[config.mk]
export PLATFORM = sky130hd
export DESIGN_NAME = shift_arbiter_flat
export DESIGN_NICKNAME = d
export VERILOG_FILES = /design/src/rtl/shift_arbiter_if.sv /design/src/rtl/shift_arbiter.sv /design/src/flat_wrapper.sv
export SDC_FILE = /design/constraint.sdc
export NUM_CORES = 1
export LEC_CHECK = 0
export ABC_AREA = 1
export BUFFER_PORTS_ARGS = -buffer_cell sky130_fd_sc_hd__buf_2
export CAP_MARGIN = 15
export CORE_ASPECT_RATIO = 1.25
export CORE_MARGIN = 4
export CORE_UTILIZATION = 32
export CTS_CLUSTER_SIZE = 16
export DETAILED_ROUTE_END_ITERATION = 16
export MAX_ROUTING_LAYER = met4
export PLACE_DENSITY = 0.55
export SYNTH_ARGS = -nofsm -noshare
export SYNTH_HDL_FRONTEND = slang
export SYNTH_SLANG_ARGS = --single-unit
[constraint.sdc]
create_clock -name clk -period 3.9 [get_ports clk]
set_input_delay 0.39 -clock clk [delete_from_list [all_inputs] [get_ports clk]]
set_output_delay 0.39 -clock clk [all_outputs]
set_load 0.1 [all_outputs]
[src/rtl/shift_arbiter_if.sv]
// rtl/shift_arbiter_if.sv - requester/response bundle for the shared shifter
interface shift_arbiter_if #(
  parameter int WIDTH = 32
);
  logic [7:0]         req_valid;
  logic [8*WIDTH-1:0] req_data;
  logic [39:0]        req_shamt;
  logic [7:0]         req_arith;
  logic [7:0]         req_ready;
  logic               resp_valid;
  logic [WIDTH-1:0]   resp_data;
  logic [2:0]         resp_id;
  logic               resp_ready;

  modport master (
    output req_valid, req_data, req_shamt, req_arith, resp_ready,
    input  req_ready, resp_valid, resp_data, resp_id
  );

  modport slave (
    input  req_valid, req_data, req_shamt, req_arith, resp_ready,
    output req_ready, resp_valid, resp_data, resp_id
  );
endinterface

[src/rtl/shift_arbiter.sv]
// rtl/shift_arbiter.sv - round-robin arbiter over 8 requesters sharing one right shifter
module shift_arbiter #(
  parameter int WIDTH = 32
) (
  input  logic              clk,
  input  logic              reset,
  shift_arbiter_if.slave    bus,
  output logic [15:0]       accept_count
);

  typedef enum logic {EMPTY, FULL} state_t;

  state_t           state;
  logic [2:0]       ptr;
  logic [2:0]       gidx;
  logic [2:0]       idx;
  logic             found;
  logic             slot_free;
  logic [7:0]       grant;
  logic [WIDTH-1:0] op;
  logic [WIDTH-1:0] shifted;
  logic [4:0]       sh;
  logic             ar;
  logic [WIDTH-1:0] data_q;
  logic [2:0]       id_q;

  // Scan starts at ptr and wraps naturally through the 3-bit index.
  always_comb begin
    slot_free = (state == EMPTY) || bus.resp_ready;
    grant     = '0;
    gidx      = ptr;
    idx       = '0;
    found     = 1'b0;
    for (int k = 0; k < 8; k++) begin
      idx = ptr + 3'(k);
      if (!found && bus.req_valid[idx]) begin
        found = 1'b1;
        gidx  = idx;
      end
    end
    if (found && slot_free && !reset) begin
      grant[gidx] = 1'b1;
    end
  end

  always_comb begin
    op      = bus.req_data[int'(gidx)*WIDTH +: WIDTH];
    sh      = bus.req_shamt[int'(gidx)*5 +: 5];
    ar      = bus.req_arith[gidx];
    shifted = ar ? WIDTH'($signed(op) >>> sh) : (op >> sh);
  end

  always_ff @(posedge clk or posedge reset) begin
    if (reset) begin
      state        <= EMPTY;
      ptr          <= '0;
      data_q       <= '0;
      id_q         <= '0;
      accept_count <= '0;
    end else begin
      if (|grant) begin
        state        <= FULL;
        data_q       <= shifted;
        id_q         <= gidx;
        ptr          <= gidx + 3'd1;
        accept_count <= accept_count + 16'd1;
      end else if (state == FULL && bus.resp_ready) begin
        state <= EMPTY;
      end
    end
  end

  assign bus.req_ready  = grant;
  assign bus.resp_valid = (state == FULL);
  assign bus.resp_data  = data_q;
  assign bus.resp_id    = id_q;

endmodule

[src/flat_wrapper.sv]
// flat-port wrapper written by rule: the top's interface ports become plain ports
module shift_arbiter_flat 
#(
  parameter int WIDTH = 32
)
  (clk, reset, accept_count, bus_req_valid, bus_req_data, bus_req_shamt, bus_req_arith, bus_resp_ready, bus_req_ready, bus_resp_valid, bus_resp_data, bus_resp_id);
  shift_arbiter_if #(.WIDTH(WIDTH)) bus_i ();
  input  logic clk;
  input  logic reset;
  output logic [15:0] accept_count;
  input wire logic [$bits(bus_i.req_valid)-1:0] bus_req_valid;
  input wire logic [$bits(bus_i.req_data)-1:0] bus_req_data;
  input wire logic [$bits(bus_i.req_shamt)-1:0] bus_req_shamt;
  input wire logic [$bits(bus_i.req_arith)-1:0] bus_req_arith;
  input wire logic [$bits(bus_i.resp_ready)-1:0] bus_resp_ready;
  output wire logic [$bits(bus_i.req_ready)-1:0] bus_req_ready;
  output wire logic [$bits(bus_i.resp_valid)-1:0] bus_resp_valid;
  output wire logic [$bits(bus_i.resp_data)-1:0] bus_resp_data;
  output wire logic [$bits(bus_i.resp_id)-1:0] bus_resp_id;
  assign bus_i.req_valid = bus_req_valid;
  assign bus_i.req_data = bus_req_data;
  assign bus_i.req_shamt = bus_req_shamt;
  assign bus_i.req_arith = bus_req_arith;
  assign bus_i.resp_ready = bus_resp_ready;
  assign bus_req_ready = bus_i.req_ready;
  assign bus_resp_valid = bus_i.resp_valid;
  assign bus_resp_data = bus_i.resp_data;
  assign bus_resp_id = bus_i.resp_id;
  shift_arbiter #(.WIDTH(WIDTH)) u_core (.clk(clk), .reset(reset), .bus(bus_i), .accept_count(accept_count));
endmodule
==> impl_metrics.toml, run 1 <==
[drt]
wire_per_inst_um = 17.5
ant_nets = 0
dr.pass1.iters = 5
vias = 12500
wl_um = 42500
drtIter0Drc = 870
drc_errors = 0
vias_per_cell = 5.14

[critical_path]
slowest_delay_ns = 0.42
critPathArrivalTime_ns = 3.97
cp-start-kind = "flip-flop"
path_common_cell = "nand2_1"
slowest_stage = "dfrtp_1"
crit_fanout = 8
path_class = "flip-flop to flip-flop"
required_ns = 4.09
critPathCaptureType = "flip-flop"

[grt]
grt_usage = 0.262
grt_pass1_vias = 11500
grt_max_degree = 56
overflow = 0
antenna_found_initial = 2
grt_pass1_wl_um = 60500

[cts]
cts_sinks = 55
cts_max_level = 2
path_clk_slew_ns = 0.08
worstSkewPairLatency_ns = 0.30
cts_hold_buf = 0
cts_buffer_depth = 2
clock-root-buffer = "clkbuf_16"
cts_tree = "done"
cts_buffers = 5

[synth]
netlist_area_um2 = 8450
synth_cell_type_count = 49
synth-seq-cells = 55
yosys_warnings = 0
synth_edf_count = 0
postSynthAreaPerCell_um2 = 5.26
synth_nets = 1925
synthCells = 1606
async_flop_share = 1.00
synthFlopType = "dfrtp_1"
yosysSeqAreaShare = 0.163

[sta]
worst_pin_slew_ns = 0.721
setup_viol_count_final = 0
fmax_mhz = 265
hold_viol = 0
slew_viol_final = 0
fin_crit_ns = 3.78
hold_ws_ns = 0.308
worst_slew_margin_rel = 0.519
finalCritPeriodShare = 0.968
rsz0062_at_grt = "true"
skew_ns = 0.0110

[layout]
area_growth_syn_to_layout_pct = 59.5
postLayoutCellArea_um2 = 13500
drive_above_1_share = 0.387
fin_nets = 2402

[outcome]
status = "finished, final reports clean"

[place]
hpwl_um = 33300
gp_congestion = 0.986
port_buffers = 374
dpl_cell_area_um2 = 11800

[job]
drv_cap = 0

[die]
start_util = 0.325
ios = 375
rows = 66
fp.dieArea_um2 = 29100
die_h_um = 190
chipWidth_um = 153
coreArea_um2 = 26000

[hold_path]
hold_path.class = "input port to asynchronous set/reset pin"
==> placed cells by master, fill, tap and decap left out, drive strengths merged, types with 10 or more instances in the layout <==
cell type and count:
inv 73, xor2 10, buf 557, or2 11, dfrtp 55, a21oi 42
nor2 53, nand3b 11, o21ai 44, nand3 363, nand2 793, clkbuf 17
==> synthesized netlist by cell type, types with 13 or more instances <==
library cell	count	area share
nand2_2	13	0.0096
dfrtp_1	55	0.16
buf_2	53	0.031
o21ai_0	13	0.0077
nand2_1	777	0.35
inv_2	16	0.0071
buf_6	13	0.017
clkbuf_1	16	0.0071
buf_4	16	0.014
a21oi_1	41	0.024
o21ai_1	30	0.018
nand3_1	359	0.21
inv_1	57	0.025
nor2_1	48	0.021
==> kinds of logic after synthesis <==
kind of cell | share of synthesized area
compound gates | 0.0749
xor+xnor | 0.0145
fa+ha+maj | 0.00592
buf+inv | 0.105
flops | 0.163
mux | 0.00237
simple gates | 0.635
==> registers in the layout (all words and copies together), names as in the netlist <==
name and flops:
u_core.bus.resp_data 32, u_core.accept_count 16, u_core.bus.resp_id 3, u_core.ptr 3, u_core.bus.resp_valid 1
==> area by class of cell <==
| type | instances | area, µm² |
|---|---|---|
| Fill cell | 2681 | 12500 |
| Clock inverter | 3 | 46.3 |
| Clock buffer | 5 | 125 |
| Timing Repair Buffer | 569 | 4140 |
| Inverter | 75 | 330 |
| Tap cell | 340 | 425 |
| Multi-Input combinational cell | 1377 | 7030 |
| Sequential cell | 55 | 1380 |
| Antenna cell | 2 | 5.00 |
==> per-layer routing <==
metal | wire length (µm) | share of wire | global-route usage
met4 | 1240 | 0.029 | 0.0581
met2 | 20700 | 0.49 | 0.440
met3 | 2850 | 0.067 | 0.0271
met5 | 0 | 0 | -
met1 | 17600 | 0.42 | 0.344
==> critical path: cells and delay by family (launching register included) <==
| family | cells | cell delay [ns] |
|---|---|---|
| simple gates | 19 | 2.01 |
| buf+inv | 7 | 0.79 |
| flops | 1 | 0.42 |
| compound gates | 2 | 0.24 |
| fa+ha+maj | 1 | 0.21 |
==> per-stage QoR <==
| step | util | setup slack (ns) | setup TNS (ns) | cells |
|---|---|---|---|---|
| floorplan | - | -0.122 | -0.902 | 1606 |
| global placement | 0.453 | -0.0927 | -1.04 | 2376 |
| detailed placement | 0.453 | -0.105 | -1.46 | 2376 |
| CTS | 0.463 | 0.0133 | 0 | 2387 |
| global route | 0.518 | -0.0816 | -0.912 | 2426 |
| finish | 0.518 | 0.123 | 0 | 2426 |
==> path summary, 6_finish.rpt <==
check                                                 to                    start  cells after the start  slack, ns
worst max-delay path            u_core.bus.resp_data[13]            u_core.ptr[0]                     29       0.12
worst min-delay path               u_core.bus.resp_id[0]                    reset                      3       0.31
worst max register to register  u_core.bus.resp_data[13]            u_core.ptr[0]                     29       0.12
worst min register to register   u_core.accept_count[15]  u_core.accept_count[15]                      1       0.47
max in group asynchronous        u_core.bus.resp_data[1]                    reset                      3       3.09
min in group clk                   u_core.bus.resp_valid           bus_resp_ready                      4       0.34
==> timing repair <==
item                                    CTS  global route
pin swaps                                 1            47
endpoints found under the setup margin   27            40
cloned                                    1            15
setup buffers                             2            24
resized for setup                        11           229
Power of run 1 is not shown: default switching activity piles up to over one toggle a cycle in this logic, so the estimate is an artifact.
==> inputs of run 2 (changes only) <==
CELL_PAD_IN_SITES_DETAIL_PLACEMENT = 1   (was default)
CELL_PAD_IN_SITES_GLOBAL_PLACEMENT = 1   (was default)
CORE_UTILIZATION = 31   (was 32)
PLACE_DENSITY = 0.8   (was 0.55)
==> impl_metrics.toml, run 2 (synthesis gave the netlist of run 1 again) <==
[outcome]
status = "finished, violations left"
violations = "setup timing"

[cts]
path_clk_slew_ns = 0.07
cts_buffers = 5
cts_tree = "done"
cts_buffer_depth = 2
worstSkewPairLatency_ns = 0.29
clock-root-buffer = "clkbuf_16"
cts_max_level = 2
cts_sinks = 55
cts_hold_buf = 0

[job]
drv_cap = 0

[die]
fp.dieArea_um2 = 30000
die_h_um = 193
start_util = 0.315
ios = 375
chipWidth_um = 156
rows = 67
coreArea_um2 = 26800

[sta]
fin_crit_ns = 4.21
slew_viol_final = 0
hold_viol = 0
setup_viol_count_final = 32
finalCritPeriodShare = 1.08
worst_slew_margin_rel = 0.510
worst_pin_slew_ns = 0.735
fmax_mhz = 238
rsz0062_at_grt = "true"
setup_slack_ns = -0.310
skew_ns = 0.00732

[place]
port_buffers = 374
post-place-ws_ns = -0.190
hpwl_um = 35000
gp_congestion = 0.970

[grt]
grt_pass1_vias = 12800
grt_pass1_wl_um = 66100
grt_usage = 0.278
overflow = 0
antenna_found_initial = 4
grt_max_degree = 56

[drt]
wl_um = 54500
vias = 13800
wire_per_inst_um = 22.5
vias_per_cell = 5.69
ant_nets = 0
drc_errors = 0
dr.pass1.iters = 5
drtIter0Drc = 988

[critical_path]
crit_fanout = 20
slowest_stage = "dfrtp_1"
slowest_delay_ns = 0.42
critPathLaunch = "u_core.ptr[0]"
critPathTopFamily = "simple AND/OR/NAND/NOR gates"
critPathArrivalTime_ns = 4.44
cp-start-kind = "flip-flop"
path_common_cell = "nand2_1"
path_class = "flip-flop to flip-flop"
reg2reg_from = "u_core.ptr[0]"
critPathCaptureType = "flip-flop"
cp_num_buf_inv = 6
required_ns = 4.13

[layout]
final_common_cell = "nand2_1"
area_growth_syn_to_layout_pct = 67.6
drive_above_1_share = 0.441
fin_nets = 2388
largest_register_ffs = 32
layout_common_cells = "nand2_1, buf_2, nand3_1, buf_4, nand2_2"

[hold_path]
hold_path.class = "input port to asynchronous set/reset pin"
==> run 2: cell types whose count changed in the layout (fill, tap and decap cells not counted), sizes merged <==
| cell | delta |
|---|---|
| nand2 | -2 |
| diode | +2 |
| clkbuf | +7 |
| bufbuf | +3 |
| buf | -23 |
==> run 2: what timing repair did <==
| action | in CTS | in global routing |
|---|---|---|
| pin swaps | 4 | 82 |
| setup buffers | 6 | 37 |
| endpoints found under the hold margin | 0 | 0 |
| resized for setup | 30 | 361 |
| cloned | 4 | 22 |
| endpoints found under the setup margin | 35 | 39 |
==> run 2: path summary, 6_finish.rpt <==
check / to / slack, ns / cells after the start
worst max-delay path: u_core.bus.resp_data[22] / -0.31 / 34
worst min-delay path: u_core.ptr[1] / 0.34 / 3
worst max register to register: u_core.bus.resp_data[22] / -0.31 / 34
worst min register to register: u_core.accept_count[15] / 0.46 / 1
max in group asynchronous: u_core.bus.resp_data[10] / 3.06 / 3
min in group clk: u_core.bus.resp_valid / 0.37 / 4
==> run 2: area by class of cell <==
cell class / count / area (µm²)
Fill cell: 3673 / 12700
Clock buffer: 5 / 125
Sequential cell: 55 / 1380
Clock inverter: 2 / 37.5
Timing Repair Buffer: 556 / 4180
Multi-Input combinational cell: 1375 / 7670
Timing Repair inverter: 1 / 8.76
Tap cell: 345 / 432
Antenna cell: 4 / 10.0
Inverter: 75 / 333
==> run 2: metal layers <==
metal,GRT usage,vias to the layer above,wire length (µm)
li1,-,6165,-
met1,0.333,6508,19900
met2,0.489,817,26900
met3,0.0310,271,3920
met4,0.0876,0,3810
met5,-,-,0
==> run 2: through the flow <==
step / cells / area (µm²) / utilization / hold WS (ns) / TNS, ns
2_1_floorplan: 1606 / 8480 / - / 0.468 / -0.902
3_3_place_gp: 2339 / 11400 / 0.426 / 0.453 / -0.0480
3_5_place_dp: 2339 / 11400 / 0.426 / 0.460 / -3.47
4_1_cts: 2356 / 11900 / 0.443 / 0.368 / 0
5_1_grt: 2418 / 14200 / 0.528 / 0.389 / -10.07
6_report: 2418 / 14200 / 0.528 / 0.344 / -5.39
==> run 2: tightest hold or removal path: stages <==
cell and delay (ns):
buf_2 0.11, clkinvlp_4 0.07, buf_4 0.58
Power of run 2 is left out for the same reason.
